## config.mk

```make
export PLATFORM = sky130hd
export DESIGN_NAME = ifm_stream_tx_flat
export DESIGN_NICKNAME = d
export VERILOG_FILES = /design/src/rtl/ifm_stream_tx_if.sv /design/src/rtl/ifm_stream_tx.sv /design/src/flat_wrapper.sv
export SDC_FILE = /design/constraint.sdc
export NUM_CORES = 1
export LEC_CHECK = 0
export BUFFER_PORTS_ARGS = -buffer_cell sky130_fd_sc_hd__buf_2
export CAP_MARGIN = 25
export CORE_UTILIZATION = 25
export CTS_BUF_LIST = sky130_fd_sc_hd__clkbuf_2
export DETAILED_ROUTE_END_ITERATION = 8
export GPL_ROUTABILITY_DRIVEN = 0
export SLEW_MARGIN = 25
export SYNTH_ARGS = -nofsm -noshare
export SYNTH_HDL_FRONTEND = slang
export SYNTH_SLANG_ARGS = --single-unit
```

## constraint.sdc

```tcl
create_clock -name clk1 -period 10.5 [get_ports clk1]
set_input_delay 0 -clock clk1 [delete_from_list [all_inputs] [get_ports clk1]]
set_output_delay 0 -clock clk1 [all_outputs]
set_load 0.1 [all_outputs]
```

## src/rtl/ifm_stream_tx_if.sv

```systemverilog
// IFM stream source interface: control, IFM memory read port and IFM word output.
// Ports: start/base_addr/hold in; mem_rd_en/mem_addr out, mem_rd_data in;
//        valid_ifm/ifm_data/ifm_last out; busy/done/word_count status out.
interface ifm_stream_tx_if #(
    parameter int DATA_W = 16,
    parameter int ADDR_W = 16
);
    // frame control
    logic              start;
    logic [ADDR_W-1:0] base_addr;
    logic              hold;
    // IFM memory read port (1-cycle read latency)
    logic              mem_rd_en;
    logic [ADDR_W-1:0] mem_addr;
    logic [DATA_W-1:0] mem_rd_data;
    // IFM word stream towards the FC controller / IFM buffer
    logic              valid_ifm;
    logic [DATA_W-1:0] ifm_data;
    logic              ifm_last;
    // status
    logic              busy;
    logic              done;
    logic [15:0]       word_count;

    // master: the stream source (ifm_stream_tx)
    modport master (
        input  start, base_addr, hold, mem_rd_data,
        output mem_rd_en, mem_addr, valid_ifm, ifm_data, ifm_last,
               busy, done, word_count
    );

    // slave: controller, memory and sink around the source
    modport slave (
        output start, base_addr, hold, mem_rd_data,
        input  mem_rd_en, mem_addr, valid_ifm, ifm_data, ifm_last,
               busy, done, word_count
    );
endinterface

```

## src/rtl/ifm_stream_tx.sv

```systemverilog
// IFM stream source: reads IFM_SIZE words from IFM memory and streams them out.
// Latency: start at cycle N -> first read N+1 -> first valid_ifm N+3; 1 word/cycle.
// Backpressure: hold stalls the output one cycle later; reads pause with at most
//   two words outstanding (stored + in flight), so nothing is dropped or repeated.
// Ports: clk1 (posedge), rst (sync, active-high), bus (ifm_stream_tx_if.master).
module ifm_stream_tx #(
    parameter int IFM_SIZE = 9162,
    parameter int DATA_W   = 16,
    parameter int ADDR_W   = 16
) (
    input  logic                clk1,
    input  logic                rst,
    ifm_stream_tx_if.master     bus
);

    // index of the final word of a frame, used for both the read and send sides
    localparam logic [15:0] LAST_IDX = 16'(IFM_SIZE - 1);

    typedef enum logic [1:0] {
        S_IDLE  = 2'd0,
        S_FETCH = 2'd1,
        S_DRAIN = 2'd2,
        S_DONE  = 2'd3
    } state_t;

    // ------------------------------------------------------------------
    // registers
    // ------------------------------------------------------------------
    state_t              r_state;
    logic [ADDR_W-1:0]   r_rd_addr;    // next read address (wraps mod 2^ADDR_W)
    logic [15:0]         r_rd_cnt;     // reads issued this frame
    logic [15:0]         r_tx_cnt;     // words popped this frame (= word_count)
    logic                r_inflight;   // a read was issued last cycle
    logic [1:0]          r_occ;        // prefetch FIFO occupancy (0..2)
    logic [DATA_W-1:0]   r_q0;         // FIFO head
    logic [DATA_W-1:0]   r_q1;         // FIFO second entry
    logic                r_valid;
    logic                r_last;
    logic [DATA_W-1:0]   r_data;

    // ------------------------------------------------------------------
    // combinational signals
    // ------------------------------------------------------------------
    state_t              w_state_nxt;
    logic                w_busy;
    logic                w_avail;
    logic                w_pop;
    logic [DATA_W-1:0]   w_head;
    logic [2:0]          w_pending;
    logic                w_rd_en;
    logic                w_start_acc;
    logic                w_last_rd;
    logic                w_last_tx;

    always_comb begin
        w_state_nxt = r_state;
        w_busy      = 1'b0;
        w_rd_en     = 1'b0;
        w_start_acc = 1'b0;

        // A word is available when the FIFO holds one or the read issued last
        // cycle is returning now; the returning word can bypass an empty FIFO,
        // which is what makes the N+3 first-word latency possible.
        w_avail   = (r_occ != 2'd0) || r_inflight;
        w_head    = (r_occ != 2'd0) ? r_q0 : bus.mem_rd_data;
        w_pending = {1'b0, r_occ} + {2'b00, r_inflight};

        case (r_state)
            S_IDLE: begin
                if (bus.start) begin
                    w_start_acc = 1'b1;
                    w_state_nxt = S_FETCH;
                end
            end
            S_FETCH: begin
                w_busy = 1'b1;
            end
            S_DRAIN: begin
                w_busy = 1'b1;
            end
            S_DONE: begin
                w_state_nxt = S_IDLE;
            end
            default: begin
                w_state_nxt = S_IDLE;
            end
        endcase

        w_pop = w_busy && !bus.hold && w_avail;

        // Issue a read only if, after this cycle's pop, fewer than two words
        // would be stored or in flight; this bounds the FIFO at two entries.
        // w_pop implies w_pending >= 1, so the subtraction cannot underflow.
        if (r_state == S_FETCH && !bus.hold &&
            (w_pending - {2'b00, w_pop}) < 3'd2) begin
            w_rd_en = 1'b1;
        end

        w_last_rd = w_rd_en && (r_rd_cnt == LAST_IDX);
        // the last word is "transferred" in the cycle valid_ifm shows it
        w_last_tx = r_valid && r_last;

        if (r_state == S_FETCH && w_last_rd) begin
            w_state_nxt = S_DRAIN;
        end
        if (r_state == S_DRAIN && w_last_tx) begin
            w_state_nxt = S_DONE;
        end
    end

    // ------------------------------------------------------------------
    // state register
    // ------------------------------------------------------------------
    always_ff @(posedge clk1) begin
        if (rst) begin
            r_state <= S_IDLE;
        end else begin
            r_state <= w_state_nxt;
        end
    end

    // ------------------------------------------------------------------
    // read address / frame counters
    // ------------------------------------------------------------------
    always_ff @(posedge clk1) begin
        if (rst) begin
            r_rd_addr  <= '0;
            r_rd_cnt   <= '0;
            r_tx_cnt   <= '0;
            r_inflight <= 1'b0;
        end else begin
            r_inflight <= w_rd_en;
            if (w_start_acc) begin
                r_rd_addr <= bus.base_addr;
                r_rd_cnt  <= '0;
                r_tx_cnt  <= '0;
            end else begin
                if (w_rd_en) begin
                    r_rd_addr <= r_rd_addr + 1'b1;
                    r_rd_cnt  <= r_rd_cnt + 16'd1;
                end
                if (w_pop) begin
                    r_tx_cnt <= r_tx_cnt + 16'd1;
                end
            end
        end
    end

    // ------------------------------------------------------------------
    // 2-entry prefetch FIFO; the returning read word is the push
    // ------------------------------------------------------------------
    always_ff @(posedge clk1) begin
        if (rst) begin
            r_occ <= 2'd0;
            r_q0  <= '0;
            r_q1  <= '0;
        end else begin
            case ({r_inflight, w_pop})
                2'b10: begin
                    // push only (occupancy is at most 1 here)
                    if (r_occ == 2'd0) begin
                        r_q0 <= bus.mem_rd_data;
                    end else begin
                        r_q1 <= bus.mem_rd_data;
                    end
                    r_occ <= r_occ + 2'd1;
                end
                2'b01: begin
                    // pop only
                    r_q0  <= r_q1;
                    r_occ <= r_occ - 2'd1;
                end
                2'b11: begin
                    // push and pop: occupancy 0 is a pure bypass
                    if (r_occ == 2'd1) begin
                        r_q0 <= bus.mem_rd_data;
                    end else if (r_occ == 2'd2) begin
                        r_q0 <= r_q1;
                        r_q1 <= bus.mem_rd_data;
                    end
                end
                default: begin
                end
            endcase
        end
    end

    // ------------------------------------------------------------------
    // output register: data holds its last value when nothing is popped
    // ------------------------------------------------------------------
    always_ff @(posedge clk1) begin
        if (rst) begin
            r_valid <= 1'b0;
            r_last  <= 1'b0;
            r_data  <= '0;
        end else begin
            r_valid <= w_pop;
            r_last  <= w_pop && (r_tx_cnt == LAST_IDX);
            if (w_pop) begin
                r_data <= w_head;
            end
        end
    end

    // ------------------------------------------------------------------
    // outputs
    // ------------------------------------------------------------------
    assign bus.mem_rd_en  = w_rd_en;
    assign bus.mem_addr   = w_rd_en ? r_rd_addr : '0;
    assign bus.valid_ifm  = r_valid;
    assign bus.ifm_data   = r_data;
    assign bus.ifm_last   = r_last;
    assign bus.busy       = w_busy;
    assign bus.done       = (r_state == S_DONE);
    assign bus.word_count = r_tx_cnt;

endmodule

```

## src/flat_wrapper.sv

```systemverilog
// flat-port wrapper written by rule: the top's interface ports become plain ports
module ifm_stream_tx_flat 
#(
    parameter int IFM_SIZE = 9162,
    parameter int DATA_W   = 16,
    parameter int ADDR_W   = 16
)
  (clk1, rst, bus_start, bus_base_addr, bus_hold, bus_mem_rd_data, bus_mem_rd_en, bus_mem_addr, bus_valid_ifm, bus_ifm_data, bus_ifm_last, bus_busy, bus_done, bus_word_count);
  ifm_stream_tx_if #(.DATA_W(DATA_W), .ADDR_W(ADDR_W)) bus_i ();
  input  logic clk1;
  input  logic rst;
  input wire logic [$bits(bus_i.start)-1:0] bus_start;
  input wire logic [$bits(bus_i.base_addr)-1:0] bus_base_addr;
  input wire logic [$bits(bus_i.hold)-1:0] bus_hold;
  input wire logic [$bits(bus_i.mem_rd_data)-1:0] bus_mem_rd_data;
  output wire logic [$bits(bus_i.mem_rd_en)-1:0] bus_mem_rd_en;
  output wire logic [$bits(bus_i.mem_addr)-1:0] bus_mem_addr;
  output wire logic [$bits(bus_i.valid_ifm)-1:0] bus_valid_ifm;
  output wire logic [$bits(bus_i.ifm_data)-1:0] bus_ifm_data;
  output wire logic [$bits(bus_i.ifm_last)-1:0] bus_ifm_last;
  output wire logic [$bits(bus_i.busy)-1:0] bus_busy;
  output wire logic [$bits(bus_i.done)-1:0] bus_done;
  output wire logic [$bits(bus_i.word_count)-1:0] bus_word_count;
  assign bus_i.start = bus_start;
  assign bus_i.base_addr = bus_base_addr;
  assign bus_i.hold = bus_hold;
  assign bus_i.mem_rd_data = bus_mem_rd_data;
  assign bus_mem_rd_en = bus_i.mem_rd_en;
  assign bus_mem_addr = bus_i.mem_addr;
  assign bus_valid_ifm = bus_i.valid_ifm;
  assign bus_ifm_data = bus_i.ifm_data;
  assign bus_ifm_last = bus_i.ifm_last;
  assign bus_busy = bus_i.busy;
  assign bus_done = bus_i.done;
  assign bus_word_count = bus_i.word_count;
  ifm_stream_tx #(.IFM_SIZE(IFM_SIZE), .DATA_W(DATA_W), .ADDR_W(ADDR_W)) u_core (.clk1(clk1), .rst(rst), .bus(bus_i));
endmodule
```

After elaboration in Yosys (flattened, before gate mapping) --
Index checks and enable logic that the tools add are counted.
Cells by class: eq/ne operators 16, reduce and logical (&&, ||, !) cells 24, mux-type cells 21, $add $sub $neg 7, $lt $le $gt $ge 1
Operators with widths (number):
- two-way mux 16 bit | 10
- adder 16 x 1 -> 16 bit (second input constant) | 3
- one-hot mux 16 bit (3 select lines) | 1
- equality test 16 x 14 -> 1 bit (second input constant) | 2
- one-hot mux 16 bit (2 select lines) | 1
- equality test 2 bit (second input constant) | 5
- logical AND 1 bit | 9
- one-hot mux 2 bit (2 select lines) | 2
- nonzero test 2 bit | 4
- equality test 2 x 1 -> 1 bit (second input constant) | 3
- two-way mux 2 bit | 3
- logical NOT 2 bit | 2
- two-way mux 1 bit | 4
- != test 2 x 1 -> 1 bit (second input constant) | 2
- != test 2 bit (second input constant) | 2
- != test 4 x 2 -> 1 bit (second input constant) | 1
- AND reduction 4 bit | 1
- nonzero test 4 bit | 1
- OR reduction 2 bit | 2
- adder 2 x 1 -> 3 bit | 1
- less-than comparator 3 x 2 -> 1 bit (second input constant) | 1
- != test 3 x 1 -> 1 bit (second input constant) | 1
- AND reduction 3 bit | 1
- nonzero test 3 bit | 1
- 6 further kinds | 6
Word-level totals: flip-flop bits (word level) 103, word-level logic and storage cells 80

Logic depth before layout (Yosys ltp) --
Gate-level depths: netlist (run 1).
depth after elaboration 13, depth in mapped cells 15

Least setup slack after synthesis (run 1) --
OpenSTA, ideal clock, no wires.
path type flip-flop to flip-flop, start register u_core.r_state[0], end register u_core.r_state[0], arrival 5.148 ns, cell stages (with the launch flop) 14, clock period less this slack 5.264 ns, setup slack 5.236 ns, buffers on the path 2, cell sequence dfxtp_1 > inv_1 > ha_1 > nor2b_1 > clkbuf_1 > nand2_1 > clkinv_1 > buf_1 > ha_1 > fa_1 > nand3b_4 > nor2_1 > nand3_1 > a31o_2
Between the ends: longest elaborated chain between the ends 13, elaborated cells on any way between the ends 22
RTL lines:
- from (decl) | line ifm_stream_tx.sv:29 | state_t r_state;
- from (signal assigned) | line ifm_stream_tx.sv:118 | r_state <= w_state_nxt;
- equality test 2 bit / equality test 2 x 1 -> 1 bit (equally long branches) | line ifm_stream_tx.sv:68 | case (r_state)
- OR reduction 2 bit (no source line) (*)
- two-way mux 1 bit (*) | line ifm_stream_tx.sv:68
- via bus_busy | line flat_wrapper.sv:21 | output wire logic [$bits(bus_i.busy)-1:0] bus_busy;
- logical AND 1 bit (*) (2 in series) | line ifm_stream_tx.sv:89 | w_pop = w_busy && !bus.hold && w_avail;
- via u_core.w_pop | line ifm_stream_tx.sv:47 | logic w_pop;
- subtractor 3 x 1 -> 3 bit (*) | line ifm_stream_tx.sv:95 | (w_pending - {2'b00, w_pop}) < 3'd2) begin
- less-than comparator 3 x 2 -> 1 bit (*) | line ifm_stream_tx.sv:95
- logical AND 1 bit (*) | line ifm_stream_tx.sv:94 | if (r_state == S_FETCH && !bus.hold &&
- two-way mux 1 bit (*) | line ifm_stream_tx.sv:94
- via bus_mem_rd_en | line flat_wrapper.sv:16 | output wire logic [$bits(bus_i.mem_rd_en)-1:0] bus_mem_rd_en;
- logical AND 1 bit (*) | line ifm_stream_tx.sv:99 | w_last_rd = w_rd_en && (r_rd_cnt == LAST_IDX);
- logical AND 1 bit (*) | line ifm_stream_tx.sv:103 | if (r_state == S_FETCH && w_last_rd) begin
- != test 4 x 2 -> 1 bit (no source line) (tied with other cells)
- AND reduction 2 bit (no source line) / two-way mux 2 bit (equally long branches)
Mark *: on every way through the listed nets, which the timed path passes. The rest lies on a longest branch. A chain may end at the register's enable or synchronous reset.

Worst setup path in the final report (run 1) --
start register u_core.r_state[1], end register u_core.r_rd_addr[15]
Between the ends: longest elaborated chain between the ends 10, elaborated cells on any way between the ends 15
RTL lines:
- equality test 2 bit / equality test 2 x 1 -> 1 bit (equally long branches) | line ifm_stream_tx.sv:68, ifm_stream_tx.sv:94
- OR reduction 2 bit (no source line)
- two-way mux 1 bit | line ifm_stream_tx.sv:68
- logical AND 1 bit (2 in series) | line ifm_stream_tx.sv:89
- subtractor 3 x 1 -> 3 bit | line ifm_stream_tx.sv:95
- less-than comparator 3 x 2 -> 1 bit | line ifm_stream_tx.sv:95
- logical AND 1 bit | line ifm_stream_tx.sv:94
- two-way mux 1 bit | line ifm_stream_tx.sv:94
- nonzero test 2 bit (no source line)
- to (signal assigned) | line ifm_stream_tx.sv:134 | r_rd_addr <= bus.base_addr;
- to (signal assigned) | line ifm_stream_tx.sv:139 | r_rd_addr <= r_rd_addr + 1'b1;
- to (decl) | line ifm_stream_tx.sv:30 | logic [ADDR_W-1:0] r_rd_addr;
Several ways; a longest one is shown, not always the timed one.

==> results.json, run 1 <==
{
  "layoutNonFillerInstCount": 992,
  "dpl.hpwl_um": 9400,
  "core.rowCount": 51,
  "finalSetupViolCount": 0,
  "critPathCaptureType": "flip-flop",
  "p_per_area_nw_per_um2": 128,
  "avgRoutedWirePerCell_um": 13.9,
  "fill_cells": 2139,
  "diodes": 0,
  "synth-async-reset-ratio": 0,
  "ant_nets": 0,
  "first_iter_violations": 240,
  "drcViolationCount": 0,
  "grt_pass1_vias": 4418,
  "critPathKind": "flip-flop to flip-flop",
  "p_leak_nw": 2.57,
  "synth_cell_types": 44,
  "multi_input_area_um2": 2740,
  "io_buffers": 88,
  "rsz0062_at_grt": "false",
  "post_cts_buffers": 0,
  "timing.fmax_mhz": 205,
  "fin_nets": 774,
  "clk_latency_ns": 0.64,
  "syn_nets": 639,
  "overflow": 0,
  "dieArea_um2": 20600,
  "yosys_warnings": 0,
  "crit_fanout": 16,
  "drv_slew": 0,
  "placedCellCount": 911,
  "syn_area_per_cell_um2": 8.53,
  "hold_path.class": "primary input to flip-flop",
  "critPathLaunch": "u_core.r_state[1]$_SDFFE_PP0P_",
  "yosysSeqAreaShare": 0.412,
  "syn-instance-count": 587,
  "ir_drop_uv": 57.4,
  "routed_via_density": 4.81,
  "fin_crit_sh": 0.465,
  "cts_buffers": 9,
  "cts_sinks": 103,
  "p_total_mw": 0.824,
  "fp.coreArea_um2": 19500,
  "die_w_um": 144,
  "synth_edf_count": 0,
  "register_area_um2": 2060,
  "layout_setup_ws_ns": 5.62,
  "worst_pin_slew_ns": 0.979,
  "worstPathRequired_ns": 11.11,
  "vias": 4769,
  "cts_tree": "built",
  "arrival_ns": 5.50,
  "grt_pass1_wl_um": 22100,
  "start_util": 0.256,
  "clk_pin_slew_worst_paths_ns": 0.32,
  "synth-main-ff-cell": "dfxtp_1",
  "hold_start": "bus_mem_rd_data[1]",
  "pre_cts_ws_ns": 5.18,
  "cts_buffer_depth": 2,
  "synth_area_um2": 5010,
  "grt_usage": 0.136,
  "regToRegStartpoint": "u_core.r_state[1]$_SDFFE_PP0P_",
  "die_h_um": 144,
  "drive_above_1_share": 0.186,
  "finalSetupTns_ns": 0,
  "relSlewSlack": 0.345,
  "htreeDepth": 3,
  "grt_max_degree": 63,
  "outcome": "finished clean",
  "io_pins": 89,
  "synth-seq-cells": 103,
  "root_buffer": "clkbuf_2",
  "start_kind": "flip-flop",
  "cap_violations": 0,
  "min_period_ns": 4.88,
  "wl_um": 13800,
  "area_delta_synth_final_pct": 29.0,
  "antenna_found_initial": 0,
  "finalHoldViolCount": 0,
  "finClkSkew_ns": 0.0479,
  "dr.pass1.iters": 4
}
==> cells in the final DEF, fill, tap and decap left out, types with 17 or more instances in the layout <==
master	synthesis	final
a211oi_1	21	21
a21oi_1	39	39
a31o_2	17	17
buf_2	5	88
dfxtp_1	103	103
dlygate4sd3_1	0	65
inv_1	17	17
mux2i_1	17	17
nand2_1	34	34
nand3_1	20	20
nor2_1	56	56
o21ai_0	49	49
or3_1	18	18
==> flip-flops by register name (all words and copies together) (netlist names) <==
name / cells
u_core.r_occ: 2
u_core.r_q0: 16
u_core.bus.ifm_data: 16
u_core.bus.valid_ifm: 1
u_core.r_q1: 16
u_core.bus.word_count: 16
u_core.r_inflight: 1
u_core.r_rd_addr: 16
u_core.bus.ifm_last: 1
u_core.r_state: 2
u_core.r_rd_cnt: 16
==> synthesized netlist by cell type, drive strengths merged, types with 2 or more instances <==
| cell type | instances | area [um^2] |
|---|---|---|
| nand2b | 4 | 25.0 |
| xor2 | 4 | 35.0 |
| clkbuf | 29 | 109 |
| and4 | 7 | 61.3 |
| a31o | 17 | 149 |
| o31ai | 8 | 60.1 |
| nand4 | 10 | 62.6 |
| nor3b | 2 | 15.0 |
| or3 | 18 | 113 |
| o21ai | 49 | 245 |
| inv | 17 | 63.8 |
| a21oi | 39 | 195 |
| a31oi | 11 | 68.8 |
| a221oi | 16 | 140 |
| ha | 15 | 188 |
| dfxtp | 103 | 2060 |
| a21o | 3 | 22.5 |
| nand3b | 2 | 27.5 |
| nor2 | 56 | 210 |
| nand2 | 34 | 128 |
| a211oi | 21 | 158 |
| mux2i | 17 | 170 |
| and2 | 4 | 25.0 |
| buf | 8 | 36.3 |
| nor3 | 8 | 40.0 |
| or4 | 10 | 75.1 |
| and3 | 14 | 87.6 |
| nand3 | 20 | 100 |
| nor4 | 8 | 50.1 |
| xnor2 | 17 | 149 |
| nor2b | 3 | 18.8 |
| clkinv | 2 | 7.51 |
| nor4bb | 2 | 20.0 |
==> per-layer routing <==
metal  global-route usage  up-vias  wire length, um
met1                0.169     2238             6280
met3               0.0210       13              513
met4               0.0521        0              217
met2                0.236       88             6770
li1                     -     2430                -
met5                    0        -                0
==> cells by family (layout without fill, tap and decap cells) <==
| logic type | after synthesis | after routing | synth area share |
|---|---|---|---|
| AO/OA/AOI/OAI | 168 | 168 | 0.215 |
| XOR/XNOR | 21 | 21 | 0.0367 |
| adder cells (fa/ha/maj) | 16 | 16 | 0.0415 |
| buffers and inverters | 56 | 196 | 0.0432 |
| flip-flops | 103 | 103 | 0.412 |
| multiplexers | 17 | 17 | 0.0340 |
| AND/OR/NAND/NOR | 206 | 206 | 0.218 |
==> repair_timing <==
action | 4_1_cts | 5_1_grt
gates resized for setup | 0 | 0
setup endpoints to repair | 0 | 0
hold buffers | 65 | 0
endpoints found under the hold margin | 76 | 0
==> worst max-delay path: stages (launching register included) <==
cell and delay, ns:
dfxtp_1 0.45, inv_1 0.08, ha_1 0.43, nor2b_1 0.43
nand2_1 0.21, ha_1 0.43, nand2_1 0.11, fa_1 0.57
and3b_1 0.49, nand4_1 0.43, or4_1 0.53, a31oi_1 0.18
dlygate4sd3_1 0.56
==> worst paths after layout <==
kind	endpoint	slack, ns	cells after the start
worst min-delay path	u_core.r_q1[1]$_SDFFE_PP0P_	0.14	3
worst max-delay path	u_core.r_rd_addr[15]$_SDFFE_PP0P_	5.62	12
worst min register to register	u_core.r_rd_cnt[15]$_SDFFE_PP0N_	0.50	2
worst max register to register	u_core.r_rd_addr[15]$_SDFFE_PP0P_	5.62	12
==> report_power, final <==
group / total (mW) / internal, mW / switching (mW)
sequential: 0.428 / 0.412 / 0.0158
combinational: 0.206 / 0.0717 / 0.135
clock: 0.190 / 0.0378 / 0.152
==> per-stage QoR <==
| stage | instance area, um^2 | hold WS [ns] | utilization |
|---|---|---|---|
| 2_1_floorplan | 5010 | 0.145 | - |
| 3_3_place_gp | 5690 | 0.269 | 0.292 |
| 3_5_place_dp | 5690 | 0.269 | 0.292 |
| 4_1_cts | 6450 | 0.0729 | 0.330 |
| 5_1_grt | 6460 | 0.0729 | 0.331 |
| 6_report | 6460 | 0.138 | 0.331 |
==> cell type report <==
| type | instances | area share |
|---|---|---|
| Tap cell | 265 | 0.0513 |
| Multi-Input combinational cell | 428 | 0.423 |
| Clock buffer | 9 | 0.00697 |
| Inverter | 19 | 0.0110 |
| Sequential cell | 103 | 0.319 |
| Timing Repair Buffer | 161 | 0.178 |
| Clock inverter | 7 | 0.00988 |
No activity file was read; power rests on OpenSTA's default activity.
==> run 2, diff against run 1 <==
clock period = 3.9 ns   (was 10.5 ns; I/O delays follow)
==> results.json, run 2 (synthesized netlist as in run 1, its figures left out) <==
{
  "outcome": "finished clean",
  "p_clk_frac": 0.233,
  "clk_latency_ns": 0.64,
  "cts_buffers": 9,
  "hold_path.class": "primary input to flip-flop",
  "root_buffer": "clkbuf_2",
  "final_cell_mix": "102 x dfxtp_1, 72 x buf_2, 55 x nor2_1, 55 x dlygate4sd3_1, 49 x o21ai_0",
  "rsz0062_at_grt": "false",
  "dieArea_um2": 20600,
  "worstPathRequired_ns": 4.46,
  "cts_sinks": 103,
  "worst_pin_slew_ns": 0.632,
  "ant_nets": 0,
  "start_kind": "flip-flop",
  "core.rowCount": 51,
  "p_switching_mw": 0.787,
  "area_delta_synth_final_pct": 33.2,
  "p_leak_nw": 2.59,
  "io_pins": 89,
  "cap_violations": 0,
  "relSlewSlack": 0.579,
  "cts_buffer_depth": 2,
  "drive_above_1_share": 0.209,
  "io_buffers": 88,
  "regToRegStartpoint": "u_core.r_state[0]$_SDFFE_PP0P_",
  "layout_commonest_cell": "dfxtp_1",
  "die_h_um": 144,
  "antenna_found_initial": 1,
  "arrival_ns": 4.23,
  "finClkSkew_ns": 0.0642,
  "pre_cts_ws_ns": 0.241,
  "min_period_ns": 3.66,
  "avgRoutedWirePerCell_um": 14.0,
  "power.share.sequential": 0.507,
  "finalHoldViolCount": 0,
  "cts_tree": "built",
  "fin_hold_ws_ns": 0.169,
  "critPathKind": "flip-flop to flip-flop",
  "start_util": 0.256,
  "post_cts_buffers": 0,
  "routed_via_density": 4.88,
  "whs_path_depth": 3,
  "drv_slew": 0,
  "layout_setup_ws_ns": 0.237,
  "placedCellCount": 918,
  "p_comb_frac": 0.259,
  "fin_nets": 771,
  "grt_usage": 0.140,
  "htreeDepth": 3,
  "clk_pin_slew_worst_paths_ns": 0.32,
  "finalSetupTns_ns": 0,
  "critPathCaptureType": "flip-flop",
  "ir_drop_uv": 162,
  "finalSetupViolCount": 0,
  "timing.fmax_mhz": 273,
  "grt_pass1_wl_um": 22800,
  "first_iter_violations": 310,
  "r2r_cells": 13,
  "p_int_mw": 1.48,
  "hold_start": "bus_mem_rd_data[7]",
  "critPathLaunch": "u_core.r_state[0]$_SDFFE_PP0P_",
  "dpl.hpwl_um": 9160,
  "vias": 4833,
  "p_per_area_nw_per_um2": 339,
  "layoutNonFillerInstCount": 990,
  "grt_max_degree": 63,
  "wl_um": 13900,
  "overflow": 0,
  "fill_cells": 2083,
  "die_w_um": 144,
  "grt_pass1_vias": 4533,
  "crit_fanout": 9,
  "fin_crit_sh": 0.939,
  "fp.coreArea_um2": 19500,
  "drcViolationCount": 0,
  "sw_frac_of_total": 0.348,
  "dr.pass1.iters": 4
}
==> run 2: cell types whose count changed in the layout (fill, tap and decap cells not counted), moves of 4 or more <==
cell	previous run	this run
buf_2	88	72
buf_12	0	12
dlygate4sd3_1	65	55
buf_4	8	16
nor3_1	8	4
nor3_2	0	4
==> run 2: per-stage QoR <==
step	cell area, um^2	utilization	total power [mW]
2_1_floorplan	5050	-	1.54
3_3_place_gp	5970	0.306	1.69
3_5_place_dp	5970	0.306	1.69
4_1_cts	6630	0.340	2.28
5_1_grt	6670	0.341	2.39
6_report	6670	0.341	2.26
==> run 2: what timing repair did <==
action,in CTS,in global routing
setup endpoints to repair,1,30
pin swaps,0,0
hold buffers,55,0
gates cloned,0,0
gates resized for setup,1,8
endpoints found under the hold margin,76,0
==> run 2: metal layers <==
metal,vias up,GRT usage,share of wire
met5,-,0,0
met4,0,0.0431,0.014
met3,18,0.0303,0.036
met2,81,0.236,0.49
met1,2302,0.176,0.46
li1,2432,-,-
==> run 2: final timing paths <==
kind | endpoint | slack (ns)
max | u_core.r_rd_addr[7]$_SDFFE_PP0P_ | 0.24
max reg2reg | u_core.r_rd_addr[7]$_SDFFE_PP0P_ | 0.24
min | u_core.r_q1[7]$_SDFFE_PP0P_ | 0.17
min reg2reg | u_core.bus.ifm_data[9]$_SDFFE_PP0P_ | 0.50
==> run 2: final cells by class <==
| type | count | area (um^2) | area share |
|---|---|---|---|
| flip-flops and latches | 103 | 2060 | 0.309 |
| repair buffers | 158 | 1290 | 0.194 |
| clock inverters | 5 | 56.3 | 0.00845 |
| diodes | 1 | 2.50 | 0.000375 |
| inverters | 19 | 72.6 | 0.0109 |
| clock buffers | 11 | 55.1 | 0.00826 |
| well taps | 265 | 332 | 0.0497 |
| multi-input cells | 428 | 2790 | 0.419 |
==> run 2: worst max-delay path: stages (launching register included) <==
cell,delay [ns]
dfxtp_2,0.43
inv_1,0.08
ha_4,0.32
nor2b_1,0.20
nand2_2,0.13
ha_4,0.30
nand2_1,0.06
fa_1,0.57
nand3b_4,0.09
buf_4,0.19
nor4_1,0.39
xnor2_1,0.16
a21oi_1,0.08
dlygate4sd3_1,0.57
==> run 2: power groups by stage <==
| stage | Clock (mW) | Combinational [mW] | Sequential, mW |
|---|---|---|---|
| 2_1_floorplan | 0 | 0.316 | 1.23 |
| 3_3_place_gp | 0 | 0.525 | 1.17 |
| 3_5_place_dp | 0 | 0.529 | 1.17 |
| 4_1_cts | 0.545 | 0.584 | 1.15 |
| 5_1_grt | 0.590 | 0.639 | 1.16 |
| 6_report | 0.528 | 0.587 | 1.15 |
